`config.mk`:
```
export PLATFORM = sky130hd
export DESIGN_NAME = regfile_read_arbiter_flat
export DESIGN_NICKNAME = d
export VERILOG_FILES = /design/src/rtl/regfile_read_arbiter_pkg.sv /design/src/rtl/regfile_read_arbiter_if.sv /design/src/rtl/regfile_read_arbiter_rr_grant.sv /design/src/rtl/regfile_read_arbiter.sv /design/src/flat_wrapper.sv
export SDC_FILE = /design/constraint.sdc
export NUM_CORES = 1
export LEC_CHECK = 0
export CAP_MARGIN = 20
export CELL_PAD_IN_SITES_DETAIL_PLACEMENT = 0
export CELL_PAD_IN_SITES_GLOBAL_PLACEMENT = 1
export CORE_MARGIN = 2
export CORE_UTILIZATION = 29
export DETAILED_ROUTE_END_ITERATION = 10
export PLACE_DENSITY = 0.9
export SYNTH_ARGS = -nofsm -noshare
export SYNTH_HDL_FRONTEND = slang
export SYNTH_SLANG_ARGS = --single-unit
```
`constraint.sdc`:
```
create_clock -name clk -period 3.8 [get_ports clk]
set_input_delay 0.38 -clock clk [delete_from_list [all_inputs] [get_ports clk]]
set_output_delay 0.38 -clock clk [all_outputs]
set_load 0.1 [all_outputs]
```
`src/rtl/regfile_read_arbiter_pkg.sv`:
```
`default_nettype none
// ============================================================================
// Module      : regfile_read_arbiter_pkg
// Description : Shared widths, FSM state encoding and a small index helper
//               for the register-file read arbiter.
// Config      : ARB_FIXED_PRIO_EN (fixed-priority grant instead of round-robin)
// Revision    : 1.0 - initial release
// ============================================================================
package regfile_read_arbiter_pkg;

  // Width of a register-file address (32 entries).
  localparam int ADDR_W = 5;
  // Width of a register-file word.
  localparam int DATA_W = 32;

  // Arbiter transaction phases.
  typedef enum logic [1:0] {
    IDLE = 2'd0,
    READ = 2'd1,
    RESP = 2'd2
  } state_t;

  // Adds an offset to a requester index and wraps it into 0..n-1.
  // The caller guarantees base < n and off <= n, so a single subtraction
  // is enough to bring the sum back into range.
  function automatic int wrap_add(input int base, input int off, input int n);
    int sum;
    sum = base + off;
    if (sum >= n) begin
      sum = sum - n;
    end
    return sum;
  endfunction

endpackage : regfile_read_arbiter_pkg
`default_nettype wire

```
`src/rtl/regfile_read_arbiter_if.sv`:
```
`default_nettype none
// ============================================================================
// Module      : regfile_read_arbiter_if
// Description : Request, register-file mux and response signals of the read
//               arbiter. The slave modport is the arbiter; the master modport
//               is the surrounding system (clients, mux and response sink).
// Config      : ARB_FIXED_PRIO_EN (no effect on this interface)
// Revision    : 1.0 - initial release
// ============================================================================
interface regfile_read_arbiter_if
  import regfile_read_arbiter_pkg::*;
#(
  parameter int NUM_REQ = 4,
  parameter int ID_W    = 2
) ();

  // Request channel: one valid/ready pair and one packed address per client.
  logic [NUM_REQ-1:0]        req_valid;
  logic [ADDR_W*NUM_REQ-1:0] req_addr;
  logic [NUM_REQ-1:0]        req_ready;

  // Shared 32:1 register-file read mux.
  logic [ADDR_W-1:0]         mux_address;
  logic [DATA_W-1:0]         mux_data;

  // Response channel back to the client side.
  logic                      resp_valid;
  logic [DATA_W-1:0]         resp_data;
  logic [ID_W-1:0]           resp_id;
  logic                      resp_ready;

  modport master (
    output req_valid,
    output req_addr,
    input  req_ready,
    input  mux_address,
    output mux_data,
    input  resp_valid,
    input  resp_data,
    input  resp_id,
    output resp_ready
  );

  modport slave (
    input  req_valid,
    input  req_addr,
    output req_ready,
    output mux_address,
    input  mux_data,
    output resp_valid,
    output resp_data,
    output resp_id,
    input  resp_ready
  );

endinterface : regfile_read_arbiter_if
`default_nettype wire

```
`src/rtl/regfile_read_arbiter_rr_grant.sv`:
```
`default_nettype none
// ============================================================================
// Module      : rr_grant
// Description : Purely combinational grant selector. Produces a one-hot grant
//               and its encoded index from the request vector.
//               Default: round-robin, searching upward from last_grant+1 with
//               wrap modulo NUM_REQ.
// Config      : ARB_FIXED_PRIO_EN - lowest-indexed valid requester always
//               wins; the last_grant input is then absent.
// Revision    : 1.0 - initial release
// ============================================================================
module rr_grant
  import regfile_read_arbiter_pkg::*;
#(
  parameter int NUM_REQ = 4,
  parameter int ID_W    = 2
) (
  input  logic [NUM_REQ-1:0] i_req_valid,
`ifndef ARB_FIXED_PRIO_EN
  input  logic [ID_W-1:0]    i_last_grant,
`endif
  output logic [NUM_REQ-1:0] o_grant,
  output logic [ID_W-1:0]    o_grant_idx,
  output logic               o_any
);

`ifdef ARB_FIXED_PRIO_EN

  // Fixed priority: scan from the top down so the lowest valid index is the
  // last one written and therefore wins.
  always_comb begin
    o_grant     = '0;
    o_grant_idx = '0;
    o_any       = 1'b0;
    for (int i = NUM_REQ - 1; i >= 0; i--) begin
      if (i_req_valid[i]) begin
        o_grant     = '0;
        o_grant[i]  = 1'b1;
        o_grant_idx = ID_W'(i);
        o_any       = 1'b1;
      end
    end
  end

`else

  // Round-robin: candidate k steps past the last winner. Scanning k from the
  // farthest back to the nearest lets the closest valid candidate win.
  always_comb begin
    int w_idx;
    o_grant     = '0;
    o_grant_idx = '0;
    o_any       = 1'b0;
    w_idx       = 0;
    for (int k = NUM_REQ; k >= 1; k--) begin
      w_idx = wrap_add(int'(i_last_grant), k, NUM_REQ);
      if (i_req_valid[w_idx]) begin
        o_grant        = '0;
        o_grant[w_idx] = 1'b1;
        o_grant_idx    = ID_W'(w_idx);
        o_any          = 1'b1;
      end
    end
  end

`endif

endmodule : rr_grant
`default_nettype wire

```
`src/rtl/regfile_read_arbiter.sv`:
```
`default_nettype none
// ============================================================================
// Module      : regfile_read_arbiter
// Description : Shares one 32x32 register-file read mux among NUM_REQ
//               clients. A granted request loads the mux address, the next
//               cycle captures the mux word, and the word is then offered on
//               a valid/ready response channel tagged with the client index.
//               Phases: IDLE -> READ -> RESP -> IDLE.
// Config      : ARB_FIXED_PRIO_EN - fixed lowest-index priority instead of
//               round-robin; timing is identical in both builds.
// Revision    : 1.0 - initial release
// ============================================================================
module regfile_read_arbiter
  import regfile_read_arbiter_pkg::*;
#(
  parameter int NUM_REQ = 4,
  parameter int ID_W    = 2
) (
  input  logic                   clk,
  input  logic                   reset,
  regfile_read_arbiter_if.slave  bus,
  output logic                   busy
);

  // --------------------------------------------------------------------------
  // State and registered outputs
  // --------------------------------------------------------------------------
  state_t              r_state;
  logic [ADDR_W-1:0]   r_mux_address;
  logic                r_resp_valid;
  logic [DATA_W-1:0]   r_resp_data;
  logic [ID_W-1:0]     r_resp_id;
  logic                r_busy;
`ifndef ARB_FIXED_PRIO_EN
  logic [ID_W-1:0]     r_last_grant;
`endif

  // --------------------------------------------------------------------------
  // Grant selection
  // --------------------------------------------------------------------------
  logic [NUM_REQ-1:0]  w_grant;
  logic [ID_W-1:0]     w_grant_idx;
  logic                w_any;
  logic [ADDR_W-1:0]   w_sel_addr;
  logic                w_take;

  rr_grant #(
    .NUM_REQ (NUM_REQ),
    .ID_W    (ID_W)
  ) u_rr_grant (
    .i_req_valid  (bus.req_valid),
`ifndef ARB_FIXED_PRIO_EN
    .i_last_grant (r_last_grant),
`endif
    .o_grant      (w_grant),
    .o_grant_idx  (w_grant_idx),
    .o_any        (w_any)
  );

  // A grant is only offered while idle; in READ/RESP all readies stay low so
  // a request that comes and goes during a transaction leaves no trace.
  assign w_take        = (r_state == IDLE) && w_any;
  assign bus.req_ready = (r_state == IDLE) ? w_grant : '0;

  // Pick the granted client's address slice with a one-hot AND-OR mux.
  always_comb begin
    w_sel_addr = '0;
    for (int i = 0; i < NUM_REQ; i++) begin
      if (w_grant[i]) begin
        w_sel_addr = bus.req_addr[i*ADDR_W +: ADDR_W];
      end
    end
  end

  // --------------------------------------------------------------------------
  // Transaction FSM with registered outputs. mux_address moves only on a
  // grant edge or reset; the response is held until the sink accepts it.
  // --------------------------------------------------------------------------
  always_ff @(posedge clk) begin
    if (reset) begin
      r_state       <= IDLE;
      r_mux_address <= '0;
      r_resp_valid  <= 1'b0;
      r_resp_data   <= '0;
      r_resp_id     <= '0;
      r_busy        <= 1'b0;
`ifndef ARB_FIXED_PRIO_EN
      r_last_grant  <= ID_W'(NUM_REQ - 1);
`endif
    end else begin
      case (r_state)
        IDLE: begin
          if (w_take) begin
            r_mux_address <= w_sel_addr;
            r_resp_id     <= w_grant_idx;
`ifndef ARB_FIXED_PRIO_EN
            r_last_grant  <= w_grant_idx;
`endif
            r_busy        <= 1'b1;
            r_state       <= READ;
          end
        end
        READ: begin
          r_resp_data  <= bus.mux_data;
          r_resp_valid <= 1'b1;
          r_state      <= RESP;
        end
        RESP: begin
          if (bus.resp_ready) begin
            r_resp_valid <= 1'b0;
            r_busy       <= 1'b0;
            r_state      <= IDLE;
          end
        end
        default: begin
          r_resp_valid <= 1'b0;
          r_busy       <= 1'b0;
          r_state      <= IDLE;
        end
      endcase
    end
  end

  // --------------------------------------------------------------------------
  // Output drive
  // --------------------------------------------------------------------------
  assign bus.mux_address = r_mux_address;
  assign bus.resp_valid  = r_resp_valid;
  assign bus.resp_data   = r_resp_data;
  assign bus.resp_id     = r_resp_id;
  assign busy            = r_busy;

endmodule : regfile_read_arbiter
`default_nettype wire

```
`src/flat_wrapper.sv`:
```
// flat-port wrapper written by rule: the top's interface ports become plain ports
module regfile_read_arbiter_flat import regfile_read_arbiter_pkg::*;
#(
  parameter int NUM_REQ = 4,
  parameter int ID_W    = 2
)
  (clk, reset, busy, bus_req_valid, bus_req_addr, bus_req_ready, bus_mux_address, bus_mux_data, bus_resp_valid, bus_resp_data, bus_resp_id, bus_resp_ready);
  regfile_read_arbiter_if #(.NUM_REQ(NUM_REQ), .ID_W(ID_W)) bus_i ();
  input  logic clk;
  input  logic reset;
  output logic busy;
  input wire logic [$bits(bus_i.req_valid)-1:0] bus_req_valid;
  input wire logic [$bits(bus_i.req_addr)-1:0] bus_req_addr;
  output wire logic [$bits(bus_i.req_ready)-1:0] bus_req_ready;
  output wire logic [$bits(bus_i.mux_address)-1:0] bus_mux_address;
  input wire logic [$bits(bus_i.mux_data)-1:0] bus_mux_data;
  output wire logic [$bits(bus_i.resp_valid)-1:0] bus_resp_valid;
  output wire logic [$bits(bus_i.resp_data)-1:0] bus_resp_data;
  output wire logic [$bits(bus_i.resp_id)-1:0] bus_resp_id;
  input wire logic [$bits(bus_i.resp_ready)-1:0] bus_resp_ready;
  assign bus_i.req_valid = bus_req_valid;
  assign bus_i.req_addr = bus_req_addr;
  assign bus_req_ready = bus_i.req_ready;
  assign bus_mux_address = bus_i.mux_address;
  assign bus_i.mux_data = bus_mux_data;
  assign bus_resp_valid = bus_i.resp_valid;
  assign bus_resp_data = bus_i.resp_data;
  assign bus_resp_id = bus_i.resp_id;
  assign bus_i.resp_ready = bus_resp_ready;
  regfile_read_arbiter #(.NUM_REQ(NUM_REQ), .ID_W(ID_W)) u_core (.clk(clk), .reset(reset), .bus(bus_i), .busy(busy));
endmodule
```
==> results by group <==
Cells and area
  – Synth-to-Final Area Change: 55.7%
  – Layout cells sized above 1: 9.87%
  – Fin util: 46.7%
  – Final nets: 450
  – ANT cells: 0
  – Cell area after layout: 0.00361 sq mm
  – Fill count: 739

Logic synthesis
  – Library cells used by synthesis: 39
  – Syn Inst Count: 282
  – Yosys top cell area share: 38.9%
  – Synth top area cells: dfxtp_1, nand2_1, a21oi_1
  – Post-Synthesis Net Count: 348
  – Synth Flop Type: dfxtp_1
  – Synthesized area: 0.00232 sq mm
  – Synth async-reset ratio: 0%
  – Sequential area share after synthesis: 38.9%
  – Most instantiated cells after synthesis: nand2_1, dfxtp_1, a21oi_1, nor2_1, mux2i_1
  – Synth Register Bits: 45
  – Yosys warns: 0
  – Avg Inst Size Synth: 8.21 sq um
  – EDFF count, synth: 0
  – Count leader, synth: nand2_1
  – Area leader, netlist: dfxtp_1

Die
  – Initial Util: 30.0%
  – Die area: 0.00872 sq mm
  – Vert. Die Dim: 93.4 um
  – Chip width: 93.4 um
  – I/O pin count: 104
  – Core area: 0.00773 sq mm
  – Row count: 32

STA
  – Setup Skew: 0.00737 ns
  – Post-layout min period: 3.25 ns
  – WHS: 0.455 ns
  – Final setup fails: 0
  – Setup_tns: 0 ns
  – RSZ-0062 raised after global routing: false
  – Final period utilization: 85.4%
  – Final-report hold violation count: 0
  – Max frequency: 0.308 GHz
  – Slew Limit Fails: 0
  – Slew headroom: 32.5%
  – Worst-Margin Slew: 1.01 ns

Setup path
  – CP max-delay cell: ha_1
  – Crit-path cells: inv_1 > ha_1 > mux2_2 > nor4_1 > o21ai_0 > a31oi_1 > and2_2 > buf_12
  – Worst Path Arrival: 2.87 ns
  – Critical path buffer and inverter count: 2
  – R2r setup slk: 1.03 ns
  – Kind of critical path: reg -> out
  – Slowest stage delay, CP: 0.50 ns
  – CP delay by family, top: simple AND/OR/NAND/NOR gates
  – Endpoint class of the critical path: output pin
  – WP data required: 3.42 ns
  – Crit path launch type: flip-flop
  – Critical path peak fanout: 9

Clock network
  – CTS root buf: clkbuf_8
  – Clock Tree Buf Depth: 2
  – CTS Sinks: 45
  – Skew-Pair Late Insertion Delay: 0.29 ns
  – CTS Buf Count: 5
  – CTS clk-pin slew, worst paths: 0.08 ns
  – Hold buffers post-CTS: 0
  – # Post-CTS Setup Buffers: 0
  – Post-cts resize count: 0
  – CTS tree: done
  – H-Tree Depth: 2

Route
  – DRT antenna net count: 0
  – Drt first pass iters: 4
  – Final WL: 6.49 mm
  – Vias: 2334
  – Via density: 4.79
  – Remaining DRCs: 0
  – Initial drt markers: 86
  – Wire length per cell after detailed routing: 13.3 um

Power and ir drop
  – IR Drop Worst-Case VDD: 0.229 mV
  – Pwr dens: 588 mW/mm^2
  – Total leakage power: 1.40 nW
  – Final Total Pwr: 2.12 mW

Placement
  – Placement Cell Area: 0.00351 sq mm
  – Detailed Place HPWL: 4.92 mm
  – Placer congestion estimate: 0.852
  – Port buffer count: 103

GRT
  – GRT overflow: 0
  – Via count of the first global-routing pass: 2195
  – First-pass GRT wire length: 10.6 mm
  – Initial antenna violation count: 0
  – Pin count of the biggest net entering global routing: 30
  – Total track usage: 15.2%

Outcome
  – Outcome: finished clean

Run
  – Max-cap viol count: 0

Worst hold path
  – Hold crit path type: reg -> reg
## per-stage QoR
step / setup WS (ns) / instances
5_1_grt: 0.415 / 487
2_1_floorplan: 0.234 / 282
4_1_cts: 0.569 / 487
3_3_place_gp: 0.780 / 478
6_report: 0.554 / 487
3_5_place_dp: 0.755 / 479
## routing by layer
layer  vias to the layer above  global-route usage, %  part of all wire, %
met5                         -                      0                    0
met4                         0                   2.94                 0.57
met3                         5                   5.24                  8.7
met2                        69                   24.2                   46
met1                      1085                   20.0                   45
li1                       1175                      -                    -
## path summary, 6_finish.rpt
path                                         start  cells after the start                                     end
max reg2reg    u_core.r_last_grant[1]$_SDFFE_PP1P_                      9  u_core.bus.mux_address[2]$_SDFFE_PP0P_
max            u_core.r_last_grant[1]$_SDFFE_PP1P_                      8                        bus_req_ready[2]
min reg2reg  u_core.bus.resp_data[21]$_SDFFE_PP0P_                      2   u_core.bus.resp_data[21]$_SDFFE_PP0P_
min          u_core.bus.resp_data[21]$_SDFFE_PP0P_                      2   u_core.bus.resp_data[21]$_SDFFE_PP0P_
## worst min-delay path, stage by stage (launching register included)
cell and delay [ns]:
dfxtp_1 0.31, nand2_1 0.05, a21oi_1 0.05
## sequential cells by signal, indices dropped and copies added (netlist names)
name / cells
u_core.busy: 1
u_core.r_last_grant: 2
u_core.bus.resp_data: 32
u_core.bus.resp_id: 2
u_core.bus.resp_valid: 1
u_core.bus.mux_address: 5
u_core.r_state: 2
## cell families (layout without fill, tap and decap cells)
kind of cell,count (synthesis),count (layout),share of synthesized area (%)
buf+inv,27,130,5.67
flops,45,45,38.9
fa+ha+maj,7,7,3.78
simple gates,112,112,21.0
compound gates,71,71,20.6
mux,20,20,9.99
## layout by cell type (no fill, tap or decap), types with 5 or more instances in the layout
cell type and n:
a32oi_1 5, clkdlybuf4s50_1 99, ha_1 7, a21oi_1 38, o211a_1 5, o21ai_0 5, inv_1 9, buf_4 9
nand2_1 73, clkbuf_8 6, mux2i_1 13, dfxtp_1 45, nor2_1 16
## layout make-up
cell class,instances,area [sq um],share of cell area (%)
Tap cell,102,128,3.54
Clock buffer,6,82.6,2.29
Clock inverter,2,16.3,0.451
Sequential cell,45,901,25.0
Multi-Input combinational cell,210,1290,35.8
Timing Repair Buffer,113,1150,32.0
Inverter,9,33.8,0.937
## power breakdown
| group | switching, mW | internal, mW | total, mW |
|---|---|---|---|
| registers | 0.0324 | 0.531 | 0.563 |
| logic | 0.829 | 0.408 | 1.24 |
| clock network | 0.170 | 0.150 | 0.320 |
(Power assumes the default switching activity.)
